### src/rtl/rr_arbiter8_pkg.sv
// Shared types and constants for the 8-way round-robin arbiter.
// Latency: n/a (declarations only).
// Backpressure: n/a.
package rr_arbiter8_pkg;

    // Number of requesters and the width of an encoded requester index.
    localparam int N_REQ = 8;
    localparam int IDX_W = 3;

    // Arbiter state: either nobody owns the resource, or one requester does.
    typedef enum logic {
        IDLE  = 1'b0,
        GRANT = 1'b1
    } state_t;

endpackage

### src/rtl/rr_arbiter8_decoder.sv
// 3-to-8 one-hot decoder used to expand the encoded grant index.
// Latency: combinational, zero cycles.
// Backpressure: none; output follows sel directly.
//
// Ports:
//   sel  - encoded index, 3 bits
//   dec  - one-hot expansion of sel, 8 bits
module decoder_3to8
    import rr_arbiter8_pkg::*;
(
    input  logic [IDX_W-1:0] sel,
    output logic [N_REQ-1:0] dec
);

    always_comb begin
        dec      = '0;
        dec[sel] = 1'b1;
    end

endmodule

### src/rtl/rr_arbiter8.sv
// Round-robin arbiter sharing one resource among 8 requesters, with hold-time limit.
// Latency: grant registered 1 cycle after request; 1-cycle idle gap after every grant.
// Backpressure: owner keeps the grant until rel, request drop, or HOLD_MAX cycles.
//
// Ports:
//   clk        - clock, all state on the rising edge
//   reset      - synchronous, active-high reset
//   req[7:0]   - request vector, bit i belongs to requester i
//   rel        - current owner frees the resource this cycle ("release" is a
//                reserved word, hence the short name)
//   gnt[7:0]   - one-hot grant, all zero when nobody owns the resource
//   gnt_id     - encoded owner index, meaningful only while gnt_valid=1
//   gnt_valid  - a grant is active
//   timeout    - one-cycle pulse when a grant is revoked by the hold limit
module rr_arbiter8
    import rr_arbiter8_pkg::*;
#(
    parameter int HOLD_MAX = 15,
    parameter int CNT_W    = 8
) (
    input  logic             clk,
    input  logic             reset,
    input  logic [N_REQ-1:0] req,
    input  logic             rel,
    output logic [N_REQ-1:0] gnt,
    output logic [IDX_W-1:0] gnt_id,
    output logic             gnt_valid,
    output logic             timeout
);

    // Counter value seen during the last cycle a grant may legally be held.
    localparam logic [CNT_W-1:0] HOLD_LAST = CNT_W'(HOLD_MAX - 1);

    state_t           state;
    logic [IDX_W-1:0] ptr;
    logic [CNT_W-1:0] hold_cnt;

    logic [N_REQ-1:0] rot;
    logic [IDX_W-1:0] off;
    logic [IDX_W-1:0] sel_idx;
    logic [N_REQ-1:0] dec;
    logic             owner_gone;

    // Rotate the request vector so bit 0 is the requester at ptr; the 3-bit
    // index addition wraps mod 8 on its own.
    always_comb begin
        rot = '0;
        for (int i = 0; i < N_REQ; i++) begin
            rot[i] = req[ptr + IDX_W'(i)];
        end
    end

    // Fixed priority encoder on the rotated vector: lowest set bit wins.
    // Scanning from the top down leaves the lowest index as the final value.
    always_comb begin
        off = '0;
        for (int i = N_REQ - 1; i >= 0; i--) begin
            if (rot[i]) begin
                off = IDX_W'(i);
            end
        end
    end

    // Undo the rotation to recover the absolute requester index.
    assign sel_idx = ptr + off;

    // A voluntary exit (release or the owner dropping its request) always
    // takes precedence over the hold limit, so no timeout pulse is produced.
    assign owner_gone = rel || !req[gnt_id];

    always_ff @(posedge clk) begin
        if (reset) begin
            state     <= IDLE;
            gnt_id    <= '0;
            gnt_valid <= 1'b0;
            timeout   <= 1'b0;
            ptr       <= '0;
            hold_cnt  <= '0;
        end else begin
            timeout <= 1'b0;
            case (state)
                IDLE: begin
                    // rel is ignored here; any request starts a new grant.
                    if (|req) begin
                        gnt_id    <= sel_idx;
                        hold_cnt  <= '0;
                        gnt_valid <= 1'b1;
                        state     <= GRANT;
                    end
                end
                GRANT: begin
                    if (owner_gone) begin
                        state     <= IDLE;
                        gnt_valid <= 1'b0;
                        ptr       <= gnt_id + IDX_W'(1);
                        hold_cnt  <= '0;
                    end else if (hold_cnt == HOLD_LAST) begin
                        state     <= IDLE;
                        gnt_valid <= 1'b0;
                        timeout   <= 1'b1;
                        ptr       <= gnt_id + IDX_W'(1);
                        hold_cnt  <= '0;
                    end else begin
                        hold_cnt <= hold_cnt + CNT_W'(1);
                    end
                end
                default: begin
                    state     <= IDLE;
                    gnt_valid <= 1'b0;
                end
            endcase
        end
    end

    decoder_3to8 u_dec (
        .sel (gnt_id),
        .dec (dec)
    );

    // The decoder always drives one bit; gate it so gnt is zero with no owner.
    assign gnt = dec & {N_REQ{gnt_valid}};

endmodule

### config.mk
export PLATFORM = sky130hd
export DESIGN_NAME = rr_arbiter8
export DESIGN_NICKNAME = d
export VERILOG_FILES = /design/src/rtl/rr_arbiter8_pkg.sv /design/src/rtl/rr_arbiter8_decoder.sv /design/src/rtl/rr_arbiter8.sv
export SDC_FILE = /design/constraint.sdc
export NUM_CORES = 1
export LEC_CHECK = 0
export BUFFER_PORTS_ARGS = -buffer_cell sky130_fd_sc_hd__buf_2
export CAP_MARGIN = 20
export CORE_ASPECT_RATIO = 0.7
export CORE_UTILIZATION = 45
export DETAILED_ROUTE_END_ITERATION = 16
export PLACE_DENSITY = 0.66
export RECOVER_POWER = 50
export SLEW_MARGIN = 20
export SYNTH_ARGS = -nofsm -noshare
export SYNTH_HDL_FRONTEND = slang
export SYNTH_HIERARCHICAL = 1
export SYNTH_SLANG_ARGS = --single-unit
### constraint.sdc
create_clock -name clk -period 9.9 [get_ports clk]
set_input_delay 0.495 -clock clk [delete_from_list [all_inputs] [get_ports clk]]
set_output_delay 0.495 -clock clk [all_outputs]
set_load 0.1 [all_outputs]
==> flow_summary.yaml, run 1 <==
run_status:
  outcome: "finished, final reports clean"
pwr:
  leakage_uw: 0.000671
  p_switching_uw: 164
  p_total_uw: 346
  swShare_pct: 47.3
  power.internal_uw: 182
  seqPwrFrac_pct: 28.8
  combPwrFrac_pct: 56.3
  p_per_area_mw_per_mm2: 204
  clkPwrFrac_pct: 14.9
  peakVddDrop_v: 0.0000903
setup_path:
  required_ns: 10.04
  cp-end-kind: "flip-flop"
  critical_path.cell_chain: "inv_1, ha_1, mux4_1, mux2i_1, nor2b_1, nor2_1, o21bai_1, a22oi_1, ha_1, inv_1, fa_1, xor2_1, nand2_1, a311oi_1, a211oi_2"
  r2r_start: "ptr[0]"
  startpoint: "ptr[0]"
  path_buf_inv: 2
  max_stage_delay_ns: 0.73
  path_class: "reg2reg"
  cp.arrival_ns: 4.07
  crit_family: "adder cells"
  critPathSlowestCell: "dfxtp_1"
  path_max_fanout: 14
  critPathLaunchType: "flip-flop"
die:
  core_area_mm2: 0.00319
  row_count: 17
  die-area_mm2: 0.00363
  fp.dieW_um: 71.6
  fp.dieH_um: 50.7
  ios: 24
  start_util_pct: 47.8
synth:
  seq_area_frac_synth_pct: 22.3
  yosys.cell_count.top_type: "nor2_1"
  yosys.cell_types.count: 41
  synth_area_leader_cell: "dfxtp_1"
  ys_top_cells_by_count: "22 x nor2_1, 17 x dfxtp_1, 11 x xor2_1"
  synth-async-reset-ratio_pct: 0
  yosys_most_used_dff: "dfxtp_1"
  synth-edff-count: 0
  yosysTopAreaCellShare_pct: 22.3
  ys_ff_latch: 17
  synth_area_mm2: 0.00153
  synth_area_per_cell_um2: 9.60
  yosys_warnings: 6
  synth_nets: 177
  synth_cells: 159
  synth_area_leaders: "dfxtp_1 22%, mux4_2 12%, mux4_1 6.9%"
cells_and_area:
  finalNetCount: 200
  syn_to_final_growth_pct: 10.9
  layout-drive-gt1-share_pct: 21.0
  final_util_pct: 53.1
  regArea_um2: 340
  antenna_cells: 0
  fillers: 297
  multiInputGateArea_mm2: 0.00114
global_routing:
  gr-total-overflow: 0
  grt_pass1_wl_mm: 5.71
  antenna_found_initial: 0
  grt_pass1_vias: 1194
  grt_max_degree: 15
  track_usage_pct: 20.4
timing:
  hold_viol: 0
  drv_slew: 0
  slew_headroom_pct: 22.5
  setup_viol: 0
  fin_crit_sh_pct: 39.7
  finalCriticalPeriod_ns: 3.93
  final.setup_skew_ns: 0.00368
  rsz0062_at_grt: "no"
  setup_ws_ns: 5.97
  timing.fmax_mhz: 254
  worst_pin_slew_ns: 1.17
  setup_tns_ns: 0
drt:
  ant_nets: 0
  vias: 1305
  dr.pass1.iters: 4
  wl_mm: 3.35
  drtIter0Drc: 58
  drc: 0
  wire_per_inst_um: 15.3
  post_drt_via_cell_ratio: 5.96
placement:
  place_congestion: 0.883
  dp_hpwl_mm: 2.56
  place_ws_ns: 6.00
  portBuffers: 23
clock_tree:
  clk_latency_ns: 0.25
  post_cts_buffers: 0
  cts.sinks: 17
  cts_resized: 0
  clock_path_buffers: 2
  h-tree-depth: 1
  hold_buffers: 0
  numCtsBuffers: 3
  clk_pin_slew_ns: 0.07
  cts_root_buf: "clkbuf_8"
  cts_tree: "done"
run:
  drv_cap: 0
min_path:
  min-delay-path-class: "reg2reg"
  holdCritStartpoint: "state"
[power by group through the flow]
stage                     logic [µW]  registers, µW  clock network (µW)
after floorplan                  143            119                   0
after global placement           190            100                   0
after detailed placement         195            101                   0
after CTS                        196           99.6                53.4
after global routing             210            103                56.7
final                            195           99.6                51.6
[through the flow]
step | cell area (µm²) | hold WS, ns | std cells
after CTS | 1710 | 0.503 | 219
after detailed placement | 1660 | 0.489 | 215
after floorplan | 1530 | 0.460 | 159
final | 1690 | 0.508 | 219
after global placement | 1660 | 0.489 | 215
after global routing | 1690 | 0.545 | 219
[routing by layer]
metal	vias up	track usage [%]	wire (µm)
li1	630	-	-
met1	626	30.1	1680
met2	46	30.8	1440
met3	3	4.82	218
met4	0	2.94	16
met5	-	0	0
[final timing paths]
path	end	slack [ns]	cells past startpoint
worst min register to register	timeout	0.51	2
worst min-delay path	timeout	0.51	2
worst max register to register	gnt_id[2]	5.97	15
worst max-delay path	gnt_id[2]	5.97	15
[cells by family after synthesis]
logic type / synth area share (%)
buf+inv: 3.28
mux: 29.6
compound gates: 7.62
flops: 22.3
xor+xnor: 6.31
simple gates: 24.7
fa+ha+maj: 6.23
[flip-flops by register name (all words and copies together), names as in the netlist]
name and cells:
gnt_id 3, gnt_valid 1, hold_cnt 8, ptr 3, state 1, timeout 1
[cell type report]
| class | count | area share (%) |
|---|---|---|
| flip-flops and latches | 17 | 20.1 |
| repair buffers | 23 | 5.91 |
| inverters | 6 | 1.33 |
| clock inverters | 1 | 0.296 |
| well taps | 38 | 2.81 |
| clock buffers | 3 | 2.44 |
| multi-input cells | 131 | 67.1 |
[placed cells by master, fill, tap and decap left out, drive strengths merged, types with 4 or more instances in the layout]
cell type and n:
clkbuf 15, buf 11, mux2i 5, nor2 22
nor3 4, inv 6, and3 4, and2 9
nand3 6, xor2 11, ha 6, dfxtp 17
mux2 9, a21oi 4, mux4 12, nand2 8
[worst min-delay path, stage by stage, from the launching register on]
cell     delay (ns)
dfxtp_1        0.35
nand2_1        0.07
nor3_1         0.04
No activity file was read; power rests on OpenSTA's default activity.
==> inputs of run 2 (changes only) <==
PLACE_DENSITY = 0.68   (was 0.66)
clock period = 3.15 ns   (was 9.9 ns; I/O delays follow)
==> run 2 against run 1 <==
Sequential share of layout area fell by 0.87 points. Clock power rose to 3.2 times the previous value. Highest routed layer unchanged. Critical endpoint unchanged. Worst setup slack got worse by 5.9 ns. Register-to-register slack got worse by 5.9 ns. Clock-buffer cell count rose by 1. Wire length rose by 4.0%. Non-clock buffer count rose by 8. Total power rose to 3.4 times the previous value. Utilization rose by 3.0 points. Combinational power rose to 3.5 times the previous value.
==> flow_summary.yaml, run 2 (synthesized netlist as in run 1, its figures left out) <==
run_status:
  outcome: "finished, final reports clean"
setup_path:
  path_class: "reg2reg"
  cp-end-kind: "flip-flop"
  path_max_fanout: 8
  required_ns: 3.29
  cp.arrival_ns: 3.26
  critPathLaunchType: "flip-flop"
global_routing:
  antenna_found_initial: 0
  track_usage_pct: 20.7
  grt_pass1_wl_mm: 5.84
  gr-total-overflow: 0
  grt_max_degree: 15
  grt_pass1_vias: 1228
cells_and_area:
  final_util_pct: 56.1
  antenna_cells: 0
  syn_to_final_growth_pct: 17.2
  fillers: 282
  final_cell_mix: "22 x nor2_1, 16 x dfxtp_1, 14 x clkbuf_1"
  final_common_cell: "nor2_1"
  finalNetCount: 208
  layout-drive-gt1-share_pct: 29.6
  top_regs: "hold_cnt (8), gnt_id (3), ptr (3)"
  final_cells: 227
  largest_register_ffs: 8
  top_register: "hold_cnt"
min_path:
  min-delay-path-class: "in2reg"
drt:
  top_layer: "met4"
  post_drt_via_cell_ratio: 5.79
  met3_length_um: 225
  drc: 0
  wire_per_inst_um: 15.3
  dr_wl_met2_mm: 1.54
  vias: 1314
  ant_nets: 0
  dr.pass1.iters: 4
  met1_length_mm: 1.70
  drtIter0Drc: 60
  wl_mm: 3.48
placement:
  place_ws_ns: -0.00854
  dp_hpwl_mm: 2.69
  portBuffers: 23
  dp_cells: 221
  place_congestion: 0.880
clock_tree:
  cts_tree: "done"
  clk_latency_ns: 0.25
  numCtsBuffers: 3
  clock_path_buffers: 2
  clk_pin_slew_ns: 0.07
  h-tree-depth: 1
  cts_root_buf: "clkbuf_8"
  cts.sinks: 17
  hold_buffers: 0
timing:
  worst_pin_slew_ns: 1.17
  rsz0062_at_grt: "yes"
  final.setup_skew_ns: 0.00258
  whs_ns: 0.195
  hold_viol: 0
  setup_ws_ns: 0.0280
  finalCriticalPeriod_ns: 3.12
  drv_slew: 0
  slew_headroom_pct: 22.5
  timing.fmax_mhz: 320
  fin_crit_sh_pct: 99.1
  setup_viol: 0
pwr:
  p_per_area_mw_per_mm2: 648
  leakage_uw: 0.000707
  peakVddDrop_v: 0.000295
  p_total_uw: 1160
die:
  fp.dieH_um: 50.7
  start_util_pct: 47.8
  core_area_mm2: 0.00319
  die-area_mm2: 0.00363
  ios: 24
  row_count: 17
  fp.dieW_um: 71.6
run:
  drv_cap: 0
[run 2: layer usage]
metal  track usage [%]  up-vias
met1              29.4      630
met4              1.96        0
met5                 0        -
met2              33.2       41
met3              4.82        2
li1                  -      641
[run 2: final timing paths]
kind | start | endpoint | slack, ns | depth (start not counted)
max reg2reg | ptr[1] | gnt_id[2] | 0.03 | 12
max | ptr[1] | gnt_id[2] | 0.03 | 12
min reg2reg | hold_cnt[3] | hold_cnt[3] | 0.52 | 2
min | reset | hold_cnt[0] | 0.19 | 2
[run 2: worst max-delay path, cell delays in order (launching register included)]
cell,delay (ns)
dfxtp_1,0.35
inv_2,0.08
ha_4,0.34
mux2_4,0.32
mux4_2,0.48
or2_4,0.26
o22ai_1,0.16
a21oi_1,0.11
fa_2,0.37
xor2_2,0.16
nand2_1,0.09
a311oi_2,0.24
a211oi_2,0.05
[run 2: stage by stage]
stage                     cell area (µm²)  setup TNS (ns)
after floorplan                      1570         -0.0201
after global placement               1730               0
after detailed placement             1730        -0.00854
after CTS                            1790               0
after global routing                 1790         -0.0913
final                                1790               0
[run 2: final cells by class]
cell class / count / area, µm² / share of cell area [%]
Clock buffer: 4 / 45.0 / 2.52
Inverter: 6 / 25.0 / 1.40
Multi-Input combinational cell: 131 / 1170 / 65.3
Sequential cell: 17 / 344 / 19.2
Tap cell: 38 / 47.5 / 2.66
Timing Repair Buffer: 31 / 159 / 8.88
[run 2: timing repair]
| item | in CTS | in global routing |
|---|---|---|
| gates resized for setup | 0 | 2 |
| endpoints found under the setup margin | 1 | 1 |
| pin swaps | 1 | 0 |
| setup buffers | 2 | 0 |
[run 2: where the power goes]
group	total, µW	internal, µW	switching [µW]
Clock	167	89.9	76.8
Combinational	692	296	396
Sequential	301	240	61.7
